<file path="src/rtl/axis_sprite_gen_pkg.sv">
// Shared colour constants, background mode encoding and FSM state type for the sprite generator.
package starsoc_params;

  localparam logic [11:0] COL_WHITE   = 12'hFFF;
  localparam logic [11:0] COL_YELLOW  = 12'hFF0;
  localparam logic [11:0] COL_CYAN    = 12'h0FF;
  localparam logic [11:0] COL_GREEN   = 12'h0F0;
  localparam logic [11:0] COL_MAGENTA = 12'hF0F;
  localparam logic [11:0] COL_RED     = 12'hF00;
  localparam logic [11:0] COL_BLUE    = 12'h00F;
  localparam logic [11:0] COL_BLACK   = 12'h000;

  typedef enum logic [1:0] {
    MODE_SOLID     = 2'd0,
    MODE_BARS      = 2'd1,
    MODE_CHECKER   = 2'd2,
    MODE_SOLID_ALT = 2'd3
  } mode_e;

  typedef enum logic [1:0] {
    ST_IDLE   = 2'd0,
    ST_ACTIVE = 2'd1,
    ST_HOLD   = 2'd2
  } state_e;

  function automatic logic [11:0] bar_color(input logic [2:0] idx);
    case (idx)
      3'd0:    return COL_WHITE;
      3'd1:    return COL_YELLOW;
      3'd2:    return COL_CYAN;
      3'd3:    return COL_GREEN;
      3'd4:    return COL_MAGENTA;
      3'd5:    return COL_RED;
      3'd6:    return COL_BLUE;
      default: return COL_BLACK;
    endcase
  endfunction

  function automatic logic [23:0] rgb444_to_888(input logic [11:0] c);
    return {c[11:8], c[11:8], c[7:4], c[7:4], c[3:0], c[3:0]};
  endfunction

endpackage

</file>
<file path="src/rtl/axis_sprite_gen_if.sv">
// AXI4-Stream video pixel bus (RGB888, tuser = start of frame, tlast = end of line).
interface axis_sprite_gen_if;
  logic [23:0] tdata;
  logic        tvalid;
  logic        tuser;
  logic        tlast;
  logic        tready;

  modport master (output tdata, tvalid, tuser, tlast, input tready);
  modport slave  (input tdata, tvalid, tuser, tlast, output tready);
endinterface

</file>
<file path="src/rtl/axis_sprite_gen_sprite_hit.sv">
// Combinational sprite coverage test with lowest-index priority; zero latency, no flow control.
module sprite_hit #(
  parameter int NUM_SPRITES = 4,
  parameter int SPRITE_W    = 20,
  parameter int SPRITE_H    = 40
) (
  input  logic [9:0]                   x,
  input  logic [9:0]                   y,
  input  logic [NUM_SPRITES-1:0][9:0]  sprite_x,
  input  logic [NUM_SPRITES-1:0][9:0]  sprite_y,
  input  logic [NUM_SPRITES-1:0][11:0] sprite_color,
  output logic                         hit,
  output logic [11:0]                  color
);

  localparam logic [10:0] SW = 11'(SPRITE_W);
  localparam logic [10:0] SH = 11'(SPRITE_H);

  // Walk from highest to lowest index so the lowest covering sprite is written last and wins.
  always_comb begin
    hit   = 1'b0;
    color = 12'h000;
    for (int i = NUM_SPRITES - 1; i >= 0; i--) begin
      if (({1'b0, x} >= {1'b0, sprite_x[i]}) && ({1'b0, x} < ({1'b0, sprite_x[i]} + SW)) &&
          ({1'b0, y} >= {1'b0, sprite_y[i]}) && ({1'b0, y} < ({1'b0, sprite_y[i]} + SH))) begin
        hit   = 1'b1;
        color = sprite_color[i];
      end
    end
  end

endmodule

</file>
<file path="src/rtl/axis_sprite_gen.sv">
// Test-pattern + sprite video source on AXI4-Stream; first beat 1 cycle after gen_en, then 1 pixel/clk.
// Backpressure: registered output holds while tready=0; frame config is shadowed at pixel (0,0).
module axis_sprite_gen
  import starsoc_params::*;
#(
  parameter int H_ACTIVE    = 640,
  parameter int V_ACTIVE    = 480,
  parameter int NUM_SPRITES = 4,
  parameter int SPRITE_W    = 20,
  parameter int SPRITE_H    = 40
) (
  input  logic                         pixel_clk,
  input  logic                         reset_n,
  input  logic                         gen_en,
  input  logic [1:0]                   mode,
  input  logic [11:0]                  bg_color,
  input  logic [NUM_SPRITES-1:0][9:0]  sprite_x,
  input  logic [NUM_SPRITES-1:0][9:0]  sprite_y,
  input  logic [NUM_SPRITES-1:0][11:0] sprite_color,
  axis_sprite_gen_if.master            axis,
  output logic [15:0]                  frame_cnt
);

  localparam logic [9:0] X_LAST = 10'(H_ACTIVE - 1);
  localparam logic [9:0] Y_LAST = 10'(V_ACTIVE - 1);

  state_e      state;
  logic [9:0]  x, y;
  logic [23:0] tdata_q;
  logic        tvalid_q, tuser_q, tlast_q;

  mode_e                         sh_mode;
  logic [11:0]                   sh_bg;
  logic [NUM_SPRITES-1:0][9:0]   sh_sx, sh_sy;
  logic [NUM_SPRITES-1:0][11:0]  sh_sc;

  logic                          xfer, frame_end, start_frame;
  logic [9:0]                    nx, ny;
  mode_e                         c_mode;
  logic [11:0]                   c_bg;
  logic [NUM_SPRITES-1:0][9:0]   c_sx, c_sy;
  logic [NUM_SPRITES-1:0][11:0]  c_sc;
  logic                          spr_hit;
  logic [11:0]                   spr_color, bg_pix, pix;
  logic [2:0]                    bar_idx;

  assign axis.tdata  = tdata_q;
  assign axis.tvalid = tvalid_q;
  assign axis.tuser  = tuser_q;
  assign axis.tlast  = tlast_q;

  assign xfer        = tvalid_q & axis.tready;
  assign frame_end   = xfer && (x == X_LAST) && (y == Y_LAST);
  assign start_frame = gen_en && ((state == ST_IDLE) || frame_end);

  // A pixel loaded at frame start must use the live config, since the shadows update on that same edge.
  assign c_mode = start_frame ? mode_e'(mode) : sh_mode;
  assign c_bg   = start_frame ? bg_color      : sh_bg;
  assign c_sx   = start_frame ? sprite_x      : sh_sx;
  assign c_sy   = start_frame ? sprite_y      : sh_sy;
  assign c_sc   = start_frame ? sprite_color  : sh_sc;

  always_comb begin
    nx = 10'd0;
    ny = 10'd0;
    if (!start_frame && state != ST_IDLE) begin
      if (x == X_LAST) begin
        ny = (y == Y_LAST) ? 10'd0 : y + 10'd1;
      end else begin
        nx = x + 10'd1;
        ny = y;
      end
    end
  end

  sprite_hit #(
    .NUM_SPRITES (NUM_SPRITES),
    .SPRITE_W    (SPRITE_W),
    .SPRITE_H    (SPRITE_H)
  ) u_sprite_hit (
    .x            (nx),
    .y            (ny),
    .sprite_x     (c_sx),
    .sprite_y     (c_sy),
    .sprite_color (c_sc),
    .hit          (spr_hit),
    .color        (spr_color)
  );

  // Checker squares are 32 pixels, so bit 5 of each coordinate selects the square parity.
  always_comb begin
    bar_idx = 3'((32'(nx) * 32'd8) / 32'(H_ACTIVE));
    case (c_mode)
      MODE_BARS:    bg_pix = bar_color(bar_idx);
      MODE_CHECKER: bg_pix = (nx[5] ^ ny[5]) ? COL_BLACK : c_bg;
      default:      bg_pix = c_bg;
    endcase
    pix = spr_hit ? spr_color : bg_pix;
  end

  always_ff @(posedge pixel_clk or negedge reset_n) begin
    if (!reset_n) begin
      state     <= ST_IDLE;
      x         <= 10'd0;
      y         <= 10'd0;
      tdata_q   <= 24'd0;
      tvalid_q  <= 1'b0;
      tuser_q   <= 1'b0;
      tlast_q   <= 1'b0;
      frame_cnt <= 16'd0;
      sh_mode   <= MODE_SOLID;
      sh_bg     <= 12'd0;
      sh_sx     <= '0;
      sh_sy     <= '0;
      sh_sc     <= '0;
    end else begin
      if (start_frame) begin
        sh_mode <= mode_e'(mode);
        sh_bg   <= bg_color;
        sh_sx   <= sprite_x;
        sh_sy   <= sprite_y;
        sh_sc   <= sprite_color;
      end
      if (frame_end) begin
        frame_cnt <= frame_cnt + 16'd1;
      end
      case (state)
        ST_IDLE: begin
          if (gen_en) begin
            tdata_q  <= rgb444_to_888(pix);
            tvalid_q <= 1'b1;
            tuser_q  <= 1'b1;
            tlast_q  <= (nx == X_LAST);
            x        <= nx;
            y        <= ny;
            state    <= ST_ACTIVE;
          end
        end
        ST_ACTIVE, ST_HOLD: begin
          if (!xfer) begin
            state <= ST_HOLD;
          end else if (frame_end && !gen_en) begin
            tvalid_q <= 1'b0;
            tuser_q  <= 1'b0;
            tlast_q  <= 1'b0;
            x        <= 10'd0;
            y        <= 10'd0;
            state    <= ST_IDLE;
          end else begin
            tdata_q  <= rgb444_to_888(pix);
            tvalid_q <= 1'b1;
            tuser_q  <= (nx == 10'd0) && (ny == 10'd0);
            tlast_q  <= (nx == X_LAST);
            x        <= nx;
            y        <= ny;
            state    <= ST_ACTIVE;
          end
        end
        default: state <= ST_IDLE;
      endcase
    end
  end

endmodule

</file>
<file path="src/flat_wrapper.sv">
// flat-port wrapper written by rule: the top's interface ports become plain ports
module axis_sprite_gen_flat import starsoc_params::*;
#(
  parameter int H_ACTIVE    = 640,
  parameter int V_ACTIVE    = 480,
  parameter int NUM_SPRITES = 4,
  parameter int SPRITE_W    = 20,
  parameter int SPRITE_H    = 40
)
  (pixel_clk, reset_n, gen_en, mode, bg_color, sprite_x, sprite_y, sprite_color, frame_cnt, axis_tdata, axis_tvalid, axis_tuser, axis_tlast, axis_tready);
  axis_sprite_gen_if axis_i ();
  input  logic pixel_clk;
  input  logic reset_n;
  input  logic gen_en;
  input  logic [1:0] mode;
  input  logic [11:0] bg_color;
  input  logic [NUM_SPRITES-1:0][9:0] sprite_x;
  input  logic [NUM_SPRITES-1:0][9:0] sprite_y;
  input  logic [NUM_SPRITES-1:0][11:0] sprite_color;
  output logic [15:0] frame_cnt;
  output wire logic [$bits(axis_i.tdata)-1:0] axis_tdata;
  output wire logic [$bits(axis_i.tvalid)-1:0] axis_tvalid;
  output wire logic [$bits(axis_i.tuser)-1:0] axis_tuser;
  output wire logic [$bits(axis_i.tlast)-1:0] axis_tlast;
  input wire logic [$bits(axis_i.tready)-1:0] axis_tready;
  assign axis_tdata = axis_i.tdata;
  assign axis_tvalid = axis_i.tvalid;
  assign axis_tuser = axis_i.tuser;
  assign axis_tlast = axis_i.tlast;
  assign axis_i.tready = axis_tready;
  axis_sprite_gen #(.H_ACTIVE(H_ACTIVE), .V_ACTIVE(V_ACTIVE), .NUM_SPRITES(NUM_SPRITES), .SPRITE_W(SPRITE_W), .SPRITE_H(SPRITE_H)) u_core (.pixel_clk(pixel_clk), .reset_n(reset_n), .gen_en(gen_en), .mode(mode), .bg_color(bg_color), .sprite_x(sprite_x), .sprite_y(sprite_y), .sprite_color(sprite_color), .axis(axis_i), .frame_cnt(frame_cnt));
endmodule
</file>
<file path="config.mk">
export PLATFORM = sky130hd
export DESIGN_NAME = axis_sprite_gen_flat
export DESIGN_NICKNAME = d
export VERILOG_FILES = /design/src/rtl/axis_sprite_gen_pkg.sv /design/src/rtl/axis_sprite_gen_if.sv /design/src/rtl/axis_sprite_gen_sprite_hit.sv /design/src/rtl/axis_sprite_gen.sv /design/src/flat_wrapper.sv
export SDC_FILE = /design/constraint.sdc
export NUM_CORES = 1
export LEC_CHECK = 0
export BUFFER_PORTS_ARGS = -buffer_cell sky130_fd_sc_hd__buf_4
export CORE_ASPECT_RATIO = 1.4
export CORE_MARGIN = 10
export CORE_UTILIZATION = 40
export DETAILED_ROUTE_END_ITERATION = 7
export GPL_TIMING_DRIVEN = 0
export MAX_ROUTING_LAYER = met4
export SLEW_MARGIN = 30
export SYNTH_ARGS = -nofsm -noshare
export SYNTH_HDL_FRONTEND = slang
export SYNTH_SLANG_ARGS = --single-unit
</file>
<file path="constraint.sdc">
create_clock -name pixel_clk -period 6.4 [get_ports pixel_clk]
set_input_delay 1.28 -clock pixel_clk [delete_from_list [all_inputs] [get_ports pixel_clk]]
set_output_delay 1.28 -clock pixel_clk [all_outputs]
set_load 0.01 [all_outputs]
</file>
==> results.json <==
{
  "post_synth_edffs": 0,
  "synth_seq_cells": 195,
  "ys_dominant_reg_cell": "dfrtp_1",
  "numPlacedInstances": 2177,
  "path_cells": "buf_4 > nand3_1 > or4_4 > o21ai_4 > buf_6 > buf_6 > buf_12 > buf_8 > mux2i_2 > inv_1 > ha_1 > o21ai_2 > xnor2_1 > ha_1 > or4_1 > o2111ai_1 > a31oi_1 > a211oi_1 > o311a_1 > and2_4 > clkbuf_4 > nor2_1 > a221o_1 > o211a_1",
  "r2r_setup_slack_ns": 0.28,
  "timing.max_slew.rel_slack": 0.383,
  "crit_path_top_delay_cell": "or4_4",
  "worst_path_max_stage_delay_ns": 0.52,
  "report.final.hold_viol_count": 0,
  "synth_async_sr_flop_share": 1.00,
  "total_leakage_power_nw": 8.29,
  "synthTopCellsByCount": "nand2_1, dfrtp_1, ha_1",
  "drc_violation_count_after_routing": 0,
  "worst_r2r_path_depth": 22,
  "tritoncts": "yes",
  "groute.usage.overall": 0.207,
  "powerDensity_nw_per_um2": 410,
  "drt-total-wl_um": 42700,
  "die_width_um": 176,
  "htree_levels": 4,
  "grt_start_max_net_pins": 71,
  "die_h_um": 239,
  "net_count_of_the_mapped_netlist": 1837,
  "detailroute.via_count": 11894,
  "gp_congestion": 0.913,
  "part_of_the_yosys_area_used_for_sequential_elements": 0.357,
  "post-route-cell-area_um2": 16500,
  "route.detailed.wl_per_inst_um": 19.3,
  "core_area_um2": 33900,
  "cts_hold_buf": 0,
  "synth.avg_cell_area_um2": 8.90,
  "critical_path.max_fanout": 19,
  "pin_count": 189,
  "clk_pin_slew_ns": 0.08,
  "regToRegEndpoint": "u_core.axis.tdata[14]$_DFFE_PN0P_",
  "slew_violations": 0,
  "synth_simple_gate_area_share": 0.195,
  "post_synth_mux_area_share": 0.0644,
  "grt_overflow_total": 0,
  "drt_pass1_iterations": 5,
  "dpl_cell_area_um2": 15700,
  "min_path_cells": 2,
  "placement.setup.worst_slack_ns": -1.69,
  "cts_buffer_depth": 2,
  "min_delay_worst_endpoint": "u_core.sh_sc[37]$_DFF_PN0_",
  "initial_standard_cell_utilization_of_the_core": 0.403,
  "floorplan.die_area_um2": 42100,
  "yosysMostFrequentCell": "nand2_1",
  "report.final.setup_viol": 0,
  "hold_path.class": "reg2reg",
  "detail_route.iter0.violations": 804,
  "synth-adder-area-share": 0.143,
  "fmax_mhz": 161,
  "synth.area.top_cells": "dfrtp_1, ha_1, nand2_1",
  "synthDominantCellAreaShare": 0.357,
  "critPathCaptureType": "flip-flop",
  "diodes": 0,
  "final_critical_path_setup_slack_ns": 0.192,
  "cts-buffers-inserted": 17,
  "max-cap-violations": 0,
  "ant_nets": 0,
  "outcome": "complete, no violations",
  "final_period_minus_worst_setup_slack_ns": 6.21,
  "worstHoldStart": "u_core.sh_sc[37]$_DFF_PN0_",
  "viasPerCell": 5.38,
  "synthDistinctLibCells": 89,
  "syn-instance-count": 1535,
  "finClkSkew_ns": 0.0143,
  "io_buffer_count": 188,
  "final.period_utilization": 0.970,
  "synth.largest_area_cell": "dfrtp_1",
  "post_synth_xor_area_fraction": 0.0455,
  "yosysWarningCount": 0,
  "timing.critical_path.from_type": "input port",
  "grt_pass1_wl_um": 66200,
  "regToRegStartpoint": "u_core.x[0]$_DFFE_PN0P_",
  "final_layout_fill_cell_count": 3261,
  "crit_required_ns": 6.75,
  "row_count": 80,
  "antenna_found_initial": 0,
  "synth_compound_gate_area_share": 0.140,
  "first_global_vias": 12016,
  "finalHoldWorstSlack_ns": 0.463,
  "detailedPlacementHpwl_um": 33400,
  "total_nets_final": 2047,
  "flow.area_growth_from_synthesis_pct": 20.6,
  "drive_above_1_share": 0.180,
  "worst_pin_slew_ns": 0.926,
  "category_of_the_most_critical_setup_path": "in2reg",
  "critical_path_arrival_ns": 6.56,
  "irDropWorstVdd_mv": 0.195,
  "final-instance-count-excl-fill": 2209,
  "clk_latency_ns": 0.47,
  "num_clock_sinks": 195,
  "mappedNetlistArea_um2": 13700,
  "cts-root-buf": "clkbuf_16",
  "main_combinational_cell_family_by_area_after_synthesis": "simple AND/OR/NAND/NOR gates"
}
-- layout make-up --
cell class,count,area [um^2],share of cell area
sequential,195,4880,0.296
clock buffer,17,425,0.0258
inverter,110,413,0.0251
timing repair buffer,194,1510,0.0915
buffer,58,374,0.0227
clock inverter,15,185,0.0112
tap,451,564,0.0342
multi-input combinational,1169,8130,0.493
-- power breakdown --
part	internal, W	switching, W
Sequential	0.00173	0.000221
Combinational	0.00148	0.00220
Clock	0.000532	0.000592
-- metrics by stage --
| step | TNS (ns) | power [W] | util |
|---|---|---|---|
| finish | 0 | 0.00676 | 0.486 |
| global route | -0.0147 | 0.00737 | 0.486 |
| CTS | 0 | 0.00678 | 0.484 |
| detailed placement | -18.14 | 0.00561 | 0.464 |
| global placement | -17.82 | 0.00552 | 0.461 |
| floorplan | 0 | 0.00451 | - |
-- cell families (layout without fill, tap and decap cells) --
| family | count (synthesis) | in the layout |
|---|---|---|
| compound gates | 281 | 281 |
| xor+xnor | 71 | 71 |
| fa+ha+maj | 156 | 156 |
| buf+inv | 171 | 394 |
| flops | 195 | 195 |
| mux | 87 | 87 |
| simple gates | 574 | 574 |
-- routing by layer --
metal | track usage | share of wire | up-vias | wire [um]
li1 | - | - | 5806 | -
met1 | 0.243 | 0.42 | 5655 | 18100
met2 | 0.347 | 0.49 | 356 | 20900
met3 | 0.0321 | 0.052 | 77 | 2230
met4 | 0.0834 | 0.034 | 0 | 1450
met5 | - | 0 | - | 0
-- cells in the final DEF (no fill, tap or decap), types with 5 or more instances in the layout --
cell type  netlist  layout
a211oi_1        11       9
xnor2_1         58      58
clkinv_8         0       6
clkbuf_1        17      11
clkbuf_16        0      17
a21o_1          19      19
nor2_1          62      59
a221oi_1         6       6
dfrtp_1        195     195
or3_1           12      12
o21ai_0         67      63
ha_1           156     156
a31oi_1         15      15
nor4_1           7       7
mux2i_2          2       5
buf_4           18     207
o21ai_1          2       5
o2111ai_1        9       9
nand2_1        323     322
nor2b_1         14      14
o21a_1          11      11
o211ai_1         6       6
mux2i_1         84      81
inv_1          109     109
nor3_1          25      25
nand2b_1        17      17
a21oi_1         59      59
nand3_1         42      42
xor2_1          13      13
a221o_1          7       7
and3_1           9       9
buf_2           19      13
nand4_1         29      29
buf_6            2       5
o211a_1          6       6
a22o_1          10      10
clkbuf_2         0       6
-- registers in the layout, summed over array words and instances (netlist names), 2 cells and up --
register and count:
u_core.sh_mode 2, u_core.x 10, u_core.state 2, u_core.axis.tdata 12, u_core.frame_cnt 16, u_core.sh_sx 40, u_core.sh_bg 12, u_core.sh_sc 48
u_core.y 10, u_core.sh_sy 40
-- critical path, delay by kind of cell --
kind,cells,cell delay [ns]
buf+inv,7,1.27
xor+xnor,1,0.09
mux,1,0.28
compound gates,8,1.67
simple gates,5,1.43
fa+ha+maj,2,0.47
-- repair_timing --
action / CTS / global route
resized for setup: 22 / 21
setup buffers: 2 / 1
pin swaps: 2 / 3
endpoints found under the setup margin: 12 / 12
-- worst max path at each step --
stage / cells after the start / slack, ns / end / start
2_1_floorplan: 24 / 0.1 / u_core.axis.tdata[20]$_DFFE_PN0P_ / axis_tready
3_3_place_gp: 25 / -1.65 / u_core.axis.tdata[21]$_DFFE_PN0P_ / gen_en
3_5_place_dp: 25 / -1.69 / u_core.axis.tdata[20]$_DFFE_PN0P_ / gen_en
4_1_cts: 24 / 0.02 / u_core.axis.tdata[20]$_DFFE_PN0P_ / gen_en
5_1_grt: 25 / -0.01 / u_core.axis.tdata[14]$_DFFE_PN0P_ / gen_en
6_report: 24 / 0.19 / u_core.axis.tdata[21]$_DFFE_PN0P_ / gen_en
Note: power is estimated with default switching activity, not from simulation.
